### config.mk
export PLATFORM = sky130hd
export DESIGN_NAME = mc_unit_arbiter
export DESIGN_NICKNAME = d
export VERILOG_FILES = /design/src/rtl/mc_unit_arbiter_pkg.sv /design/src/rtl/mc_unit_arbiter_op_timer.sv /design/src/rtl/mc_unit_arbiter.sv
export SDC_FILE = /design/constraint.sdc
export NUM_CORES = 1
export LEC_CHECK = 0
export CORE_MARGIN = 2
export CORE_UTILIZATION = 47
export DETAILED_ROUTE_END_ITERATION = 16
export GPL_TIMING_DRIVEN = 0
export HOLD_SLACK_MARGIN = 0.1
export MAX_ROUTING_LAYER = met4
export PLACE_DENSITY = 0.74
export SLEW_MARGIN = 20
export SYNTH_ARGS = -nofsm -noshare
export SYNTH_HDL_FRONTEND = slang
export SYNTH_HIERARCHICAL = 1
export SYNTH_SLANG_ARGS = --single-unit
### constraint.sdc
create_clock -name clk -period 2.15 [get_ports clk]
set_input_delay 0.43 -clock clk [delete_from_list [all_inputs] [get_ports clk]]
set_output_delay 0.43 -clock clk [all_outputs]
set_load 0.02 [all_outputs]
### src/rtl/mc_unit_arbiter_pkg.sv
// mc_unit_arbiter_pkg: state encoding, default sizing and the round-robin pick shared by the arbiter.
package mc_unit_arbiter_pkg;
  typedef enum logic [1:0] {
    IDLE    = 2'd0,
    START   = 2'd1,
    WAIT    = 2'd2,
    RELEASE = 2'd3
  } state_t;
  localparam int NREQ_DEF = 4;
  localparam int TMO_DEF  = 16;
  localparam int TW_DEF   = 5;
  // Walk from farthest to nearest so the closest set bit after ptr wins.
  function automatic logic [7:0] rr_pick(input logic [7:0] req, input logic [2:0] ptr, input int n);
    logic [7:0] g;
    int idx;
    g = '0;
    for (int k = 8; k >= 1; k--) begin
      if (k <= n) begin
        idx = (int'(ptr) + k) % n;
        if (req[idx[2:0]]) g = 8'b1 << idx[2:0];
      end
    end
    return g;
  endfunction
endpackage

### src/rtl/mc_unit_arbiter_op_timer.sv
// mc_unit_arbiter_op_timer: watchdog down-counter; expired flags the last permitted WAIT cycle.
module mc_unit_arbiter_op_timer
  import mc_unit_arbiter_pkg::*;
#(
  parameter int TMO = TMO_DEF,
  parameter int TW  = TW_DEF
) (
  input  logic clk,
  input  logic rst,
  input  logic i_load,
  input  logic i_dec,
  output logic o_expired
);
  logic [TW-1:0] r_cnt;
  always_ff @(posedge clk or posedge rst) begin
    if (rst) r_cnt <= '0;
    else if (i_load) r_cnt <= TW'(TMO);
    else if (i_dec && r_cnt != '0) r_cnt <= r_cnt - TW'(1);
  end
  assign o_expired = (r_cnt == TW'(1));
endmodule

### src/rtl/mc_unit_arbiter.sv
// mc_unit_arbiter: round-robin owner selection and start/done sequencing of one shared multi-cycle unit
// with a watchdog abort.
module mc_unit_arbiter
  import mc_unit_arbiter_pkg::*;
#(
  parameter int NREQ = NREQ_DEF,
  parameter int TMO  = TMO_DEF,
  parameter int TW   = TW_DEF
) (
  input  logic            clk,
  input  logic            rst,
  input  logic [NREQ-1:0] req,
  output logic [NREQ-1:0] grant,
  output logic [NREQ-1:0] ack,
  output logic            err,
  output logic            busy,
  output logic            unit_start,
  input  logic            unit_done
);
  localparam int PW = $clog2(NREQ);
  state_t          r_state, w_next;
  logic [NREQ-1:0] r_grant, r_ack, w_pick;
  logic            r_err, w_expired, w_fin;
  logic [PW-1:0]   r_ptr, w_owner;

  mc_unit_arbiter_op_timer #(.TMO(TMO), .TW(TW)) u_timer (
    .clk      (clk),
    .rst      (rst),
    .i_load   (r_state == START),
    .i_dec    (r_state == WAIT),
    .o_expired(w_expired)
  );

  assign w_pick = NREQ'(rr_pick(8'(req), 3'(r_ptr), NREQ));
  // Done has priority over a coincident timeout; done outside WAIT never reaches here.
  assign w_fin  = (r_state == WAIT) && (unit_done || w_expired);

  always_comb begin
    w_owner = '0;
    for (int i = 0; i < NREQ; i++)
      if (r_grant[i]) w_owner = PW'(i);
  end

  always_comb begin
    w_next = r_state;
    case (r_state)
      IDLE:    w_next = |req ? START : IDLE;
      START:   w_next = WAIT;
      WAIT:    w_next = w_fin ? RELEASE : WAIT;
      default: w_next = IDLE;
    endcase
  end

  always_ff @(posedge clk or posedge rst) begin
    if (rst) begin
      r_state <= IDLE;
      r_grant <= '0;
      r_ack   <= '0;
      r_err   <= 1'b0;
      r_ptr   <= PW'(NREQ - 1);
    end else begin
      r_state <= w_next;
      r_grant <= (r_state == IDLE) ? w_pick : w_fin ? '0 : r_grant;
      r_ack   <= (w_fin && unit_done) ? r_grant : '0;
      r_err   <= w_fin && !unit_done;
      if (w_fin) r_ptr <= w_owner;
    end
  end

  assign grant      = r_grant;
  assign ack        = r_ack;
  assign err        = r_err;
  assign busy       = (r_state == START) || (r_state == WAIT);
  assign unit_start = (r_state == START);
endmodule

==> impl_metrics.json <==
{
  "outcome": "complete, but fails checks",
  "failed_checks": "setup timing",
  "grt_first_pass_wirelength_mm": 3.767,
  "min_path_type": "input pin to async pin",
  "postCtsHoldBufs": 0,
  "ys_dominant_reg_cell": "sky130_fd_sc_hd__dfrtp_1",
  "final_hold_violation_count": 0,
  "cts.path.max_buffers": 2,
  "asyncSetResetFlopFracSynth": 1.000,
  "critical_path_required_ns": 2.31,
  "initial_utilization": 0.4829,
  "synth-seq-cells": 18,
  "power_leakage_nw": 0.6956,
  "final_area_um2": 1489,
  "clkSinkCount": 18,
  "netSwitchingPower_w": 0.0009501,
  "htree_num_levels": 1,
  "slew_headroom": 0.5737,
  "global_route_total_usage_across_every_layer": 0.1853,
  "fin_setup_tns_ns": -0.009944,
  "fill_cells": 202,
  "detailed_place.area_um2": 1386,
  "fin_util": 0.6179,
  "std_cell_rows": 18,
  "register_share_of_total_power": 0.259,
  "floorplan.io_pins": 18,
  "cts.clk_slew.worst_paths_ns": 0.11,
  "final.setup.worst_slack_ns": -0.009944,
  "drtAntennaViolNets": 0,
  "layout_worst_path_cycle_share": 1.005,
  "layout.nets": 159,
  "cts_tree": "built",
  "number_of_buffers_added_on_ports": 17,
  "post_drt_via_cell_ratio": 5.595,
  "insertion_delay_ns": 0.29,
  "part_of_the_power_in_combinational_logic": 0.663,
  "dr_total_vias": 940,
  "syn_to_final_growth_pct": 27.96,
  "gpl.final_weighted_congestion": 1.025,
  "post_route_cells_drive_above_1_share": 0.2101,
  "core_area_um2": 2410,
  "skew_ns": 0.007668,
  "totalWireLength_mm": 2.429,
  "setup_viol": 1,
  "inserted_clock_buffers": 3,
  "min_period_ns": 2.160,
  "setup_repair_after_global_routing_missed_its_margin": "true",
  "die-width_um": 53.76,
  "drt_pass1_iterations": 4,
  "n_antenna_cell": 0,
  "synth_edf_count": 0,
  "maximum_number_of_pins_on_one_net_before_global_route_repair": 14,
  "worst_setup_path_end_kind": "flip-flop",
  "fin_max_slew_vios": 0,
  "post_synth_num_cell_types": 32,
  "critical_path.max_fanout": 4,
  "detailed_place_hpwl_mm": 1.754,
  "synth_warn": 6,
  "chipHeight_um": 53.76,
  "antenna_violations_before_repair": 0,
  "most-common-layout-cells": "sky130_fd_sc_hd__dfrtp_1, sky130_fd_sc_hd__clkdlybuf4s50_1, sky130_fd_sc_hd__ha_1",
  "worst_ir_drop_vdd_mv": 0.8798,
  "clock.fmax_mhz": 463.0,
  "grt_overflow": 0,
  "wl_per_cell_um": 14.46,
  "postSynthAreaPerCell_um2": 10.87,
  "drv_cap": 0,
  "synth-seq-area-share": 0.3892,
  "power_density_nw_per_um2": 1505,
  "root_buffer": "sky130_fd_sc_hd__clkbuf_4",
  "total_die_area_um2": 2890,
  "number_of_global_route_vias_before_repair": 858,
  "cp-start-kind": "flip-flop",
  "route.detailed.drc": 0,
  "netlist_instances": 107,
  "synth_nets": 127,
  "netSwitchingFraction": 0.4240,
  "detailedRoute.firstIterationViolations": 26,
  "place_worst_setup_slack_ns": -0.2041,
  "crit_type": "flip-flop to flip-flop",
  "power.clock.fraction": 0.078,
  "p_int_w": 0.001291,
  "synthesis.area_um2": 1164,
  "power_w": 0.002241,
  "critPathArrivalTime_ns": 2.32,
  "worst_pin_slew_ns": 0.6327
}
==> critical path: stages (launching register included) <==
cell and delay, ns:
sky130_fd_sc_hd__dfstp_2 0.58, sky130_fd_sc_hd__inv_4 0.05, sky130_fd_sc_hd__ha_4 0.26, sky130_fd_sc_hd__mux4_2 0.50, sky130_fd_sc_hd__and2_4 0.19, sky130_fd_sc_hd__a222oi_1 0.32
sky130_fd_sc_hd__o31ai_1 0.12
==> path summary, 6_finish.rpt <==
| path | start | to | cells after the start | slack (ns) |
|---|---|---|---|---|
| worst min-delay path | rst | u_timer/r_cnt[0] | 2 | 0.38 |
| max in group asynchronous | rst | r_ptr[0] | 2 | 1.30 |
| min in group clk | grant[0] | ack[0] | 1 | 0.59 |
| worst max-delay path | r_ptr[0] | grant[2] | 6 | -0.01 |
| worst max register to register | r_ptr[0] | grant[2] | 6 | -0.01 |
| worst min register to register | grant[0] | ack[0] | 1 | 0.59 |
==> kinds of logic after synthesis <==
kind of cell | share of synthesized area
mux | 0.1237
simple gates | 0.1763
fa+ha+maj | 0.1398
buf+inv | 0.02903
flops | 0.3892
compound gates | 0.1419
==> power groups by stage <==
stage	clock, W	combinational, W	sequential, W
global route	0.000191	0.00163	0.000590
CTS	0.000176	0.00137	0.000571
finish	0.000175	0.00149	0.000580
detailed placement	0	0.00128	0.000625
floorplan	0	0.000948	0.000624
global placement	0	0.00124	0.000617
==> what timing repair did <==
item,CTS,global route
setup endpoints to repair,5,3
gates resized for setup,2,1
pin swaps,2,2
setup buffers,3,7
==> Yosys cell counts, types with 3 or more instances <==
| cell type | instances | area, um^2 |
|---|---|---|
| sky130_fd_sc_hd__a21oi_1 | 4 | 20.02 |
| sky130_fd_sc_hd__a222oi_1 | 3 | 30.03 |
| sky130_fd_sc_hd__and3_1 | 4 | 25.02 |
| sky130_fd_sc_hd__dfrtp_1 | 16 | 400.4 |
| sky130_fd_sc_hd__ha_1 | 13 | 162.7 |
| sky130_fd_sc_hd__inv_1 | 8 | 30.03 |
| sky130_fd_sc_hd__mux2_2 | 3 | 33.78 |
| sky130_fd_sc_hd__mux4_2 | 4 | 90.09 |
| sky130_fd_sc_hd__nand2_1 | 7 | 26.28 |
| sky130_fd_sc_hd__nor2_1 | 9 | 33.78 |
| sky130_fd_sc_hd__nor2b_1 | 5 | 31.28 |
| sky130_fd_sc_hd__nor3_1 | 3 | 15.01 |
| sky130_fd_sc_hd__o31ai_1 | 3 | 22.52 |
==> layer usage <==
| metal | share of wire | track usage |
|---|---|---|
| met1 | 0.45 | 0.2372 |
| met3 | 0.054 | 0.03056 |
| met4 | 0.011 | 0.05128 |
| met2 | 0.49 | 0.3028 |
| met5 | 0 | - |
==> final cells by class <==
class	instances	area (um^2)	share of cell area
multi-input combinational	80	689.4	0.4630
tap	30	37.54	0.02521
inverter	9	38.79	0.02605
clock buffer	4	26.28	0.01765
timing repair buffer	27	244.0	0.1639
sequential	18	452.9	0.3042
==> through the flow <==
stage	hold WS, ns	std cells
floorplan	0.2085	107
global placement	0.5485	154
detailed placement	0.5606	154
CTS	0.3690	161
global route	0.3869	168
finish	0.3754	168
==> state kept, by name, summed over array words and instances, names as in the netlist <==
name and flops:
r_ptr 2, err 1, grant 4, r_state 2
ack 4, u_timer/r_cnt 5
Power figures use the tool's default switching activity.
==> edit 1, RTL diff (same settings) <==
Register the output `err` once more; this adds one clock of latency there. The other outputs are not delayed to match.
--- a/src/rtl/mc_unit_arbiter.sv
+++ b/src/rtl/mc_unit_arbiter.sv
@@ -69,7 +69,9 @@
 
   assign grant      = r_grant;
   assign ack        = r_ack;
-  assign err        = r_err;
+  always_ff @(posedge clk) begin
+    err <= r_err;
+  end
   assign busy       = (r_state == START) || (r_state == WAIT);
   assign unit_start = (r_state == START);
 endmodule
Behaviour: no difference found for any inputs over 10 cycles, from zero or initial values and one cycle with rst high; that may be too few to reach the edited logic, so the function may still have changed.
==> edit 1 against the unedited design <==
Hold slack got worse by 22 ps. First-iteration DRC count shrank 19%. Sequential cell count increased by 1. Power shrank 2.3%. Routed wire length down 1.0%. Via count grew 2.6%. Synthesized cell count increased by 0.93%. Area after synthesis rose by 1.7%. Utilization is 0.93 points lower. Largest power group unchanged. Cell area decreased by 0.59%. Worst setup slack lost 55 ps. The run still ends with setup timing left.
==> edit 1: results (changes against the unedited design) <==
Pwr
  • Seq pwr: 590 uW (+2%)
  • Leakage power: 0.696 nW (about the same)
  • Peak VDD IR: 0.913 mV (+3.8%)
  • Power Clock: 180 uW (+3%)
  • Sw frac: 0.425 (+0.000520)
  • Flop pwr share: 0.270 (+0.011)

Final layout
  • Layout cell share with drive strength beyond 1: 0.193 (-0.0176)
  • Clock network area share: 0.0186 (+0.000950)
  • Signal buf overhead: 0.146 (-0.0176)
  • Post-route design area: 1480 sq um (-0.59%)
  • Non-clk bufs: 23 (-15%)
  • Largest register by flop count: u_timer/r_cnt
  • Fraction of area in multi-input gates: 0.466 (+0.00274)
  • #MultiIn Comb: 80 (unchanged)
  • Sequential share of cell area: 0.320 (+0.0153)
  • Fillers: 210 (+4.0%)

Routing
  • Initial drt markers: 21 (-19%)
  • DR vias/cell: 5.84 (+4.4%)
  • Routed WL: 2400 um (-1.0%)
  • Via count: 964 (+2.6%)

Placement
  • Placed cell count: 155 (+0.65%)
  • Gpl congestion: 0.844 (-18%)
  • Pre-CTS WS: -257 ps (-52.4 ps)
  • Detailed placement HPWL: 1800 um (+2.8%)
  • DP Area: 1410 sq um (+1.4%)

Synth
  • Syn Nets: 128 (+0.79%)
  • Post-synthesis sequential area ratio: 0.400 (+0.0103)
  • Synthesized instance count: 108 (+0.93%)
  • Async set or reset register ratio after synthesis: 0.947 (-0.0526)
  • Syn avg cell area: 11.0 sq um (+0.78%)
  • Largest cells by area after synthesis: dfrtp_1 34%, ha_1 14%, mux4_2 7.6%
  • Synth cell types: 33 (+3.1%)

Status
  • Violated checks: setup timing
  • Status: finished, violations left

Critical path
  • CP Max Fanout: 4 (unchanged)
  • CP max stage delay: 560 ps (-20 ps)
  • Reg2reg path depth: 6 (unchanged)
  • R2R Path Start: r_ptr[1]
  • Worst r2r dst: grant[1]
  • CP Data Arrival Time: 2370 ps (+50 ps)

CTS
  • CTS Buffer Depth: 2 (unchanged)
  • Root Driver: clkbuf_4
  • Total clock sinks: 19 (+1)

STA
  • Slew Limit Headroom: 0.558 (-0.0159)
  • Worst setup margin: -64.8 ps (-54.9 ps)
  • WHS: 353 ps (-22.1 ps)
  • Clock Skew: 9.00 ps (+1.33 ps)
  • Setup TNS: -100 ps (-90.1 ps)
  • Final setup violation count: 3 (+2)

Global routing
  • Initial antenna violation count: 0 (unchanged)
  • GRT Total Usage: 0.194 (+0.00832)
  • Vias in the first global route: 878 (+2.3%)
  • First-pass GRT wire length: 3970 um (+5.3%)

Min path
  • Hold Crit Class: register to register
  • Hold_sp: r_err
-- edit 1: cell count changes in the layout (fill, tap and decap cells not counted) --
cell / before / now
clkdlybuf4s50_1: 16 / 15
inv_4: 2 / 1
buf_4: 10 / 6
dlymetal6s2s_1: 0 / 1
inv_2: 0 / 1
clkinv_2: 0 / 1
dfxtp_1: 0 / 1
clkbuf_1: 1 / 0
-- edit 1: worst max-delay path by stage --
stage / endpoint / slack (ps)
after floorplan: grant[1] / -50
after global placement: grant[1] / -220
after detailed placement: grant[1] / -260
after CTS: grant[1] / -40
after global routing: grant[3] / -110
final: grant[1] / -60
-- edit 1: layer usage --
layer	vias to the layer above	global-route usage	wire, um
met5	-	-	0
met4	0	0.0792	27
li1	450	-	-
met1	482	0.247	1120
met2	30	0.309	1170
met3	2	0.0250	91
-- edit 1: cell families after synthesis --
kind of cell	share of synthesized area
and+or+nand+nor	0.173
DFF	0.400
AOI/OAI and AO/OA	0.140
adders and majority gates	0.137
muxes	0.122
buffers and inverters	0.0285
==> edit 2, RTL diff (same settings) <==
Without the edit above. Change the package constant `TW_DEF` from 5 to 6.
--- a/src/rtl/mc_unit_arbiter_pkg.sv
+++ b/src/rtl/mc_unit_arbiter_pkg.sv
@@ -8,7 +8,7 @@
   } state_t;
   localparam int NREQ_DEF = 4;
   localparam int TMO_DEF  = 16;
-  localparam int TW_DEF   = 5;
+  localparam int TW_DEF   = 6;
   // Walk from farthest to nearest so the closest set bit after ptr wins.
   function automatic logic [7:0] rr_pick(input logic [7:0] req, input logic [2:0] ptr, input int n);
     logic [7:0] g;
Function: no difference found for any inputs over 10 cycles, from zero or initial values and one cycle with rst high; that may be too few to reach the edited logic, so the function may still have changed.
==> edit 2 against the unedited design <==
The flow still finishes with violations (setup timing). Largest power group unchanged. Worst setup slack worse by 20 ps. Power increased by 3.6%. First-iteration DRC count rose by 100%. Critical path depth unchanged. Cell area is 6.6% higher. Routed wire length grew 6.6%. Area after synthesis up 9.0%. Synthesized cell count up 10%. Clock power barely moved. Sequential cell count increased by 1.
==> edit 2: results (changes against the unedited design) <==
STA
  • Setup TNS: -51.6 ps (-41.6 ps)
  • Worst setup margin: -30.3 ps (-20.4 ps)
  • Final setup violation count: 2 (+1)

Synth
  • Synth cell types: 39 (+22%)
  • Syn Nets: 139 (+9.4%)
  • Post-synthesis sequential area ratio: 0.377 (-0.0125)
  • Syn avg cell area: 10.8 sq um (-1.1%)
  • Largest cells by area after synthesis: dfrtp_1 34%, ha_1 14%, mux4_2 7.1%
  • Synth top cells by count: 17 x dfrtp_1, 14 x ha_1, 9 x a21oi_1, 9 x nand2_1, 8 x inv_1

Final layout
  • Count of non-filler cells in the finished layout: 174 (+3.6%)
  • Nets: 166 (+4.4%)
  • Layout cell share with drive strength beyond 1: 0.201 (-0.00876)
  • Largest register FFs: 6 (+1)

Placement
  • Gpl congestion: 0.778 (-24%)
  • DP Area: 1490 sq um (+7.6%)
  • Pre-CTS WS: -246 ps (-42.2 ps)
  • Detailed placement HPWL: 1920 um (+9.8%)

Status
  • Violated checks: setup timing
  • Status: finished, violations left

Pwr
  • Peak VDD IR: 0.928 mV (+5.5%)
  • Leakage power: 0.711 nW (+2.3%)

Routing
  • Initial drt markers: 53 (+100%)
  • DR vias/cell: 6.12 (+9.4%)
  • Routed WL: 2590 um (+6.6%)

Global routing
  • GRT Total Usage: 0.186 (+0.000646)
  • Vias in the first global route: 988 (+15%)
  • Met1 Use GR: 0.260 (+0.0232)
  • M3 GR Usage: 0.0233 (-0.00730)

Critical path
  • CP max stage delay: 560 ps (-20 ps)
[edit 2: changes by cell type after synthesis, sizes merged, moves of 2 or more]
cell | unedited run | this run
a21oi | 5 | 9
nor2 | 9 | 5
mux2 | 3 | 1
nand2 | 7 | 9
nor3b | 0 | 2
o31ai | 3 | 5
or4b | 1 | 3
[edit 2: area by class of cell]
class | instances | area (sq um)
fillers | 227 | 936
multi-input cells | 89 | 792
flip-flops and latches | 19 | 478
repair buffers | 22 | 210
well taps | 30 | 37.5
inverters | 9 | 36.3
clock buffers | 3 | 22.5
clock inverters | 1 | 5.00
plain buffers | 1 | 5.00
[edit 2: final timing paths]
| kind | from | to | slack, ps | cells past startpoint |
|---|---|---|---|---|
| worst max-delay path | r_ptr[1] | grant[1] | -30 | 6 |
| worst min-delay path | rst | u_timer/r_cnt[3] | 380 | 2 |
| worst max register to register | r_ptr[1] | grant[1] | -30 | 6 |
| worst min register to register | grant[0] | grant[0] | 560 | 2 |
| max in group asynchronous | rst | r_ptr[0] | 1320 | 2 |
| min in group clk | grant[0] | grant[0] | 560 | 2 |
[edit 2: cell families after synthesis]
group | synth area share
AOI/OAI and AO/OA | 0.152
adders and majority gates | 0.138
buffers and inverters | 0.0306
DFF | 0.377
muxes | 0.0957
and+or+nand+nor | 0.207
[edit 2: routing by layer]
layer  routed length [um]  vias up
li1                     -      497
met1                 1180      518
met2                 1240       48
met3                  137        2
met4                   29        0
met5                    0        -
[edit 2: where the power goes]
group	internal (mW)	total, mW	switching, mW
registers	0.496	0.639	0.143
logic	0.742	1.51	0.764
clock network	0.0691	0.175	0.106
[edit 2: timing repair]
action,CTS,global route
pin swaps,2,1
resized for setup,4,3
buffers inserted,5,0
endpoints found under the setup margin,5,5
cloned,0,0
